File: src/rtl/seq_detect_sched.sv
// rtl/seq_detect_sched.sv - round-robin time-multiplexed "1011" Mealy detector over 4 serial channels
//
// One shared detector engine serves four serial requester channels. Each channel
// keeps its own 2-bit prefix state. A round-robin arbiter picks at most one
// requesting channel per cycle. The granted channel's bit runs through the shared
// engine, and a match is reported one cycle later on z/z_ch.
//
// Optional feature macro: SEQ_MATCH_CNT_EN
//   defined   -> each channel has a CNT_W-bit saturating match counter, read on cnt_out
//   undefined -> no counter storage; cnt_out is constant 0 and cnt_sel is ignored
//
// Ports:
//   clk      in   1      rising-edge clock
//   reset_n  in   1      asynchronous active-low reset
//   req      in   NCH    per-channel "serial bit pending"
//   bit_in   in   NCH    per-channel serial bit, consumed when granted
//   clr      in   NCH    per-channel synchronous clear of prefix state and counter
//   gnt      out  NCH    one-hot combinational grant (0 while reset_n=0)
//   z        out  1      registered one-cycle match pulse
//   z_ch     out  2      channel of the match flagged by z; holds when z=0
//   cnt_sel  in   2      channel whose counter drives cnt_out
//   cnt_out  out  CNT_W  combinational match count of channel cnt_sel

module seq_detect_sched #(
  parameter int NCH   = 4,
  parameter int CNT_W = 8
) (
  input  logic             clk,
  input  logic             reset_n,
  input  logic [NCH-1:0]   req,
  input  logic [NCH-1:0]   bit_in,
  input  logic [NCH-1:0]   clr,
  output logic [NCH-1:0]   gnt,
  output logic             z,
  output logic [1:0]       z_ch,
  input  logic [1:0]       cnt_sel,
  output logic [CNT_W-1:0] cnt_out
);

  typedef enum logic [1:0] {
    S0 = 2'd0,  // no prefix
    S1 = 2'd1,  // "1"
    S2 = 2'd2,  // "10"
    S3 = 2'd3   // "101"
  } state_t;

  state_t     ch_state [NCH];
  logic [1:0] ptr;

  // Arbiter outputs
  logic [1:0] gnt_idx;
  logic       gnt_vld;
  logic [1:0] cand;

  // Shared engine signals
  state_t     cur_state;
  state_t     nxt_state;
  logic       gnt_bit;
  logic       eng_match;
  logic       hit;

  // Round-robin arbiter. The search starts at ptr and wraps modulo 4. The
  // first requester wins. Grants are suppressed while reset is asserted, so gnt
  // drops at once even though reset is asynchronous.
  always_comb begin
    gnt_vld = 1'b0;
    gnt_idx = ptr;
    cand    = ptr;
    gnt     = '0;
    if (reset_n) begin
      for (int k = 0; k < NCH; k++) begin
        cand = ptr + 2'(k);
        if (!gnt_vld && req[cand]) begin
          gnt_vld = 1'b1;
          gnt_idx = cand;
        end
      end
    end
    if (gnt_vld) begin
      gnt[gnt_idx] = 1'b1;
    end
  end

  assign cur_state = ch_state[gnt_idx];
  assign gnt_bit   = bit_in[gnt_idx];

  // Next-state logic of the shared Mealy engine. It is evaluated on the granted
  // channel's saved state. The detector allows overlap, so after a match on
  // "1011" the trailing '1' leaves the engine in S1.
  always_comb begin
    nxt_state = cur_state;
    eng_match = 1'b0;
    case (cur_state)
      S0: nxt_state = gnt_bit ? S1 : S0;
      S1: nxt_state = gnt_bit ? S1 : S2;
      S2: nxt_state = gnt_bit ? S3 : S0;
      S3: begin
        if (gnt_bit) begin
          nxt_state = S1;
          eng_match = 1'b1;
        end else begin
          nxt_state = S2;
        end
      end
      default: nxt_state = S0;
    endcase
  end

  // Output decode. A clear on the granted channel discards its bit, so that
  // bit cannot flag a match.
  always_comb begin
    hit = gnt_vld && eng_match && !clr[gnt_idx];
  end

  // State register: per-channel prefix states, arbitration pointer and the
  // registered match report. A clear wins over the engine update. The grant
  // and the pointer advance still happen on a cleared channel.
  always_ff @(posedge clk or negedge reset_n) begin
    if (!reset_n) begin
      for (int i = 0; i < NCH; i++) begin
        ch_state[i] <= S0;
      end
      ptr  <= 2'd0;
      z    <= 1'b0;
      z_ch <= 2'd0;
    end else begin
      for (int i = 0; i < NCH; i++) begin
        if (clr[i]) begin
          ch_state[i] <= S0;
        end else if (gnt[i]) begin
          ch_state[i] <= nxt_state;
        end
      end
      if (gnt_vld) begin
        ptr <= gnt_idx + 2'd1;
      end
      z <= hit;
      if (hit) begin
        z_ch <= gnt_idx;
      end
    end
  end

`ifdef SEQ_MATCH_CNT_EN
  logic [CNT_W-1:0] cnt [NCH];

  // Saturating per-channel match counters. A clear wins over an increment.
  always_ff @(posedge clk or negedge reset_n) begin
    if (!reset_n) begin
      for (int i = 0; i < NCH; i++) begin
        cnt[i] <= '0;
      end
    end else begin
      for (int i = 0; i < NCH; i++) begin
        if (clr[i]) begin
          cnt[i] <= '0;
        end else if (hit && gnt[i] && (cnt[i] != {CNT_W{1'b1}})) begin
          cnt[i] <= cnt[i] + 1'b1;
        end
      end
    end
  end

  assign cnt_out = cnt[cnt_sel];
`else
  logic unused_cnt_sel;

  assign unused_cnt_sel = ^cnt_sel;
  assign cnt_out        = '0;
`endif

endmodule

File: config.mk
export PLATFORM = sky130hd
export DESIGN_NAME = seq_detect_sched
export DESIGN_NICKNAME = d
export VERILOG_FILES = /design/src/rtl/seq_detect_sched.sv
export SDC_FILE = /design/constraint.sdc
export NUM_CORES = 1
export LEC_CHECK = 0
export ABC_CLOCK_PERIOD_IN_PS = 4660
export BUFFER_PORTS_ARGS = -buffer_cell sky130_fd_sc_hd__buf_2
export CAP_MARGIN = 20
export CORE_UTILIZATION = 30
export CTS_BUF_LIST = sky130_fd_sc_hd__clkbuf_4 sky130_fd_sc_hd__clkbuf_8
export DETAILED_ROUTE_END_ITERATION = 6
export GPL_TIMING_DRIVEN = 0
export PLACE_DENSITY = 0.54
export SLEW_MARGIN = 10
export SYNTH_ARGS = -nofsm -noshare
export SYNTH_HDL_FRONTEND = slang
export SYNTH_SLANG_ARGS = --single-unit
File: constraint.sdc
create_clock -name clk -period 4.66 [get_ports clk]
set_input_delay 0.466 -clock clk [delete_from_list [all_inputs] [get_ports clk]]
set_output_delay 0.466 -clock clk [all_outputs]
set_load 0.005 [all_outputs]
== Yosys cells after proc, flatten, opt, wreduce, memory -nomap -nowiden ==
Index checks and enable logic that the tools add are counted.
Storage, ports and cells
  bits in registers: 13
  input port bits: 16
  output and inout bits: 15
  word-level logic and storage cells: 82
Cells by class
  add/sub/neg operators: 4
  $lt $le $gt $ge: 7
  eq/ne operators: 3
  mux-type cells: 44
  bitwise operators: 1
  reductions and logical operators: 16
Operators by type and width (count)
  2-bit 2-to-1 mux: 16
  1-bit 2-to-1 mux: 18
  2-bit by 3-bit less-than comparator with 1-bit output (second input constant): 5
  1-bit binary-select mux with 2-bit select: 6
  2-bit nonzero test: 4
  1-bit logical AND: 6
  2-bit case mux with 3 select lines: 1
  2-bit by 1-bit adder with 2-bit output (second input constant): 2
  2-bit adder (second input constant): 2
  2-bit binary-select mux with 2-bit select: 1
  2-bit == test (second input constant): 2
  1-bit zero test: 4
  4-bit 2-to-1 mux: 1
  3-bit greater-or-equal comparator (second input constant): 1
  2-bit NOT with 3-bit output: 1
  1-bit demux with 2-bit select: 1
  2-bit by 1-bit == test with 1-bit output (second input constant): 1
  2-bit by 1-bit greater-or-equal comparator with 1-bit output (second input constant): 1
  2-bit zero test: 1
  2-bit OR reduction: 1

== Depth between registers and ports, before layout ==
  depth in word-level cells: 25
  mapped depth: 10
  depth with buffers taken out: 9

== Least setup slack after synthesis ==
OpenSTA, ideal clock, no wires.
  path kind: input to output
  from: in req[1]
  to: out gnt[0]
  arrival: 1756 ps
  data required time: 4194 ps
  slack: 2438 ps
  stages on the path: 8
  buffers on the path: 1
  cells stage by stage: nand2b_1 > a21boi_1 > o221ai_1 > o2111ai_2 > inv_1 > ha_1 > and2_1 > clkbuf_1
Between the ends
  longest elaborated chain between the ends: 21
  elaborated cells on any way between the ends: 32
  classes of those cells: 2 x order compare; 23 x mux; 7 x reduce/logical
Ends and longest elaborated chain
  start, declared: RTL line 30  | input logic [NCH-1:0] req,
  1-bit binary-select mux with 2-bit select: RTL line 73  | if (!gnt_vld && req[cand]) begin
  1-bit 2-to-1 mux (implied by the code): RTL line 73
  1-bit 2-to-1 mux: RTL line 73
  1-bit 2-to-1 mux: RTL line 70  | if (reset_n) begin
  1-bit zero test: RTL line 73
  1-bit logical AND: RTL line 73
  1-bit 2-to-1 mux: RTL line 73
  1-bit 2-to-1 mux: RTL line 70
  (+6 left out)
  2-bit 2-to-1 mux *: RTL line 73
  2-bit 2-to-1 mux *: RTL line 70
  via gnt_idx[0]: RTL line 51  | logic [1:0] gnt_idx;
  2-bit by 3-bit less-than comparator with 1-bit output (implied by the code) or 2-bit by 1-bit greater-or-equal comparator with 1-bit output (tied branches): RTL line 80  | gnt[gnt_idx] = 1'b1;
  1-bit logical AND (implied by the code): RTL line 80
  1-bit 2-to-1 mux (implied by the code): RTL line 80
  1-bit demux with 2-bit select *: RTL line 80
  4-bit 2-to-1 mux *: RTL line 79  | if (gnt_vld) begin
  end, declared: RTL line 33  | output logic [NCH-1:0] gnt,
Mark *: on every way through the listed nets, which the timed path passes. The rest lies on a longest branch. The select of a mux whose other input is x is not followed.

== Worst setup path after layout ==
  from: in reset_n
  to: out gnt[0]
Between the ends
  longest elaborated chain between the ends: 6
  elaborated cells on any way between the ends: 8
  classes of those cells: 2 x order compare; 5 x mux; 1 x reduce/logical
Ends and longest elaborated chain
  start, declared: RTL line 29  | input logic reset_n,
  2-bit 2-to-1 mux *: RTL line 70
  via gnt_idx[1]: RTL line 51
  2-bit by 3-bit less-than comparator with 1-bit output (implied by the code) or 2-bit by 1-bit greater-or-equal comparator with 1-bit output (tied branches): RTL line 80
  1-bit logical AND (implied by the code): RTL line 80
  1-bit 2-to-1 mux (implied by the code): RTL line 80
  1-bit demux with 2-bit select *: RTL line 80
  4-bit 2-to-1 mux *: RTL line 79
Mark *: on every way through the listed nets, which the timed path passes. The rest lies on a longest branch.

==> flow_metrics.py <==
metrics = {
    "outcome": {
        "status": "finished, final reports clean",
    },
    "yosys": {
        "yosys-top-cells-area": "dfrtp_1 (33%), mux2i_1 (13%), buf_4 (6.1%)",
        "synth_area_um2": 992,
        "syn_area_per_cell_um2": 9.73,
        "synth_cell_type_count": 30,
        "synth_edf_count": 0,
        "synth-seq-area-share_pct": 32.8,
        "synthArstFlopShare_pct": 100,
        "synth_top_area_share_pct": 32.8,
        "synth.ff_latch_count": 13,
        "synth_flop_cell": "dfrtp_1",
        "synth_top_area_cell": "dfrtp_1",
        "ys.warnings.count": 0,
        "syn_inst": 102,
    },
    "detailed_routing": {
        "drtPass1Iterations": 4,
        "vias_per_cell": 4.40,
        "drt-initial-drc-count": 29,
        "ant_nets": 0,
        "vias": 778,
        "wl_um": 2010,
        "wire_per_inst_um": 11.3,
        "drc": 0,
    },
    "worst_setup_path": {
        "cp-endpoint": "gnt[0]",
        "timing.rr.start": "ptr[1]$_DFFE_PN0P_",
        "cp-end-kind": "output port",
        "cp-startpoint": "reset_n",
        "path_class": "in -> out",
        "reg2reg_depth": 7,
        "start_kind": "input port",
        "rr_endpoint": "ch_state[1]$_DFFE_PN0P_",
        "cp_data_arrival_time_ns": 2.43,
        "crit_fanout": 16,
        "reg2reg_slack_ns": 2.19,
        "cp.required_ns": 4.19,
    },
    "clock_tree": {
        "cts_hold_buf": 0,
        "cts_root_buf": "clkbuf_4",
        "cts_tree": "built",
        "cts_made_buffers": 3,
        "cts.clk_slew.worst_paths_ns": 0.08,
        "clock_latency_ns": 0.28,
        "cts_resized": 0,
        "cts_max_path_buffers": 2,
        "htree_levels": 1,
        "post_cts_buffers": 0,
        "cts.sink_count": 13,
    },
    "placed_design": {
        "post-place-ws_ns": 1.70,
        "io_buffers": 20,
        "dp.final_hpwl_um": 1570,
        "routabilityCongestion": 0.818,
        "place_inst": 173,
    },
    "power": {
        "clkPwrFrac_pct": 16.5,
        "p_seq_share_pct": 35.8,
        "power.switching_mw": 0.180,
        "switching_share_pct": 38.4,
        "share_comb_of_total_power_pct": 47.8,
        "p_int_mw": 0.288,
        "power_leakage_nw": 0.575,
        "peakVddDrop_uv": 153,
        "power_density_mw_per_mm2": 389,
    },
    "timing": {
        "finalCritPeriodShare_pct": 62.2,
        "tightest_slew_ns": 0.578,
        "max_freq_ghz": 0.345,
        "setup_viol": 0,
        "rsz0062_at_grt": "false",
        "setup_slack_ns": 1.76,
        "worst_slew_margin_rel_pct": 61.5,
        "finalHoldViolCount": 0,
        "skew_ns": 0.000701,
        "tns_ns": 0,
        "min_period_ns": 2.90,
        "slew_viol_final": 0,
    },
    "floorplanning": {
        "start_util_pct": 32.0,
        "die_h_um": 59.5,
        "io_pins": 31,
        "dieArea_mm2": 0.00354,
        "rows": 20,
        "core_mm2": 0.00310,
        "die_x_um": 59.5,
    },
    "global_route": {
        "grt_pass1_wl_um": 3300,
        "grt_max_degree": 17,
        "grt_overflow": 0,
        "track_usage_pct": 12.8,
        "first_global_vias": 743,
        "antenna_found_initial": 0,
    },
    "layout": {
        "antennaDiodeCount": 0,
        "nets": 154,
        "drive_gt1_share_pct": 32.3,
        "syn_to_final_growth_pct": 21.3,
        "postLayoutCoreUtil_pct": 38.8,
        "fin_cells": 177,
        "fillers": 338,
    },
    "flow_run": {
        "cap_violations": 0,
    },
    "hold_path": {
        "hold_class": "in -> async",
    },
}
==> worst max-delay path, stage by stage <==
cell and delay, ns:
buf_2 0.31, inv_1 0.19, o41ai_2 0.52, buf_6 0.23, inv_1 0.09, ha_1 0.19
and2_1 0.13, clkbuf_1 0.14, buf_2 0.15
==> stage by stage <==
stage               total power, mW  hold WS (ns)  area (um2)
floorplan                     0.332         0.170        1020
global placement              0.391         0.398        1170
detailed placement            0.397         0.405        1170
CTS                           0.479        0.0831        1200
global route                  0.513        0.0863        1200
finish                        0.468        0.0872        1200
==> power by group through the flow <==
stage	clock network, mW	logic (mW)	registers [mW]
global placement	0	0.223	0.168
detailed placement	0	0.226	0.170
CTS	0.0838	0.227	0.168
finish	0.0771	0.224	0.167
floorplan	0	0.167	0.165
global route	0.0892	0.252	0.172
==> synth_stat cells, types with 2 or more instances <==
library cell,instances
ha_1,4
nand4b_1,2
dfrtp_1,13
nand2b_1,5
clkbuf_1,4
and4bb_2,2
nor3_1,2
a21boi_1,2
inv_1,4
nor2_1,10
mux2i_1,13
nand2_1,9
buf_4,8
a211oi_1,4
and2_1,4
mux2_2,2
==> sequential cells by signal, summed over array words and instances, names as in the netlist <==
register,count
ch_state,8
ptr,2
z,1
z_ch,2
==> placed cells by master, fill, tap and decap left out, types with 5 or more instances in the layout <==
master	count
nand2b_1	5
mux2i_1	13
buf_2	20
nand2_1	9
nor2_1	10
buf_4	8
dfrtp_1	13
conb_1	8
==> kinds of logic after synthesis <==
logic type	share of synthesized area, %
flops	32.8
buf+inv	10.2
fa+ha+maj	5.04
compound gates	13.0
simple gates	21.7
other cells	0.378
mux	16.9
==> worst min-delay path by stage <==
stage | startpoint | endpoint | slack (ns)
2_1_floorplan | reset_n | ch_state[0]$_DFFE_PN0P_ | 0.17
3_3_place_gp | reset_n | ch_state[5]$_DFFE_PN0P_ | 0.40
3_5_place_dp | reset_n | ch_state[5]$_DFFE_PN0P_ | 0.41
4_1_cts | reset_n | ch_state[4]$_DFFE_PN0P_ | 0.08
5_1_grt | reset_n | ch_state[4]$_DFFE_PN0P_ | 0.09
6_report | reset_n | ch_state[4]$_DFFE_PN0P_ | 0.09
==> routing by layer <==
metal | routed length [um] | part of all wire (%) | GRT usage (%)
met5 | 0 | 0 | 0
met4 | 12 | 0.60 | 4.98
met3 | 94 | 4.7 | 4.15
met2 | 904 | 45 | 19.9
met1 | 995 | 50 | 16.6
==> cell type report <==
cell class,count,area (um2),area share [%]
clock buffers,4,30.0,2.49
flip-flops and latches,13,325,27.0
repair buffers,20,100,8.32
plain buffers,13,86.3,7.17
well taps,44,55.1,4.57
inverters,4,15.0,1.25
multi-input cells,79,592,49.2
(Power assumes the default switching activity.)
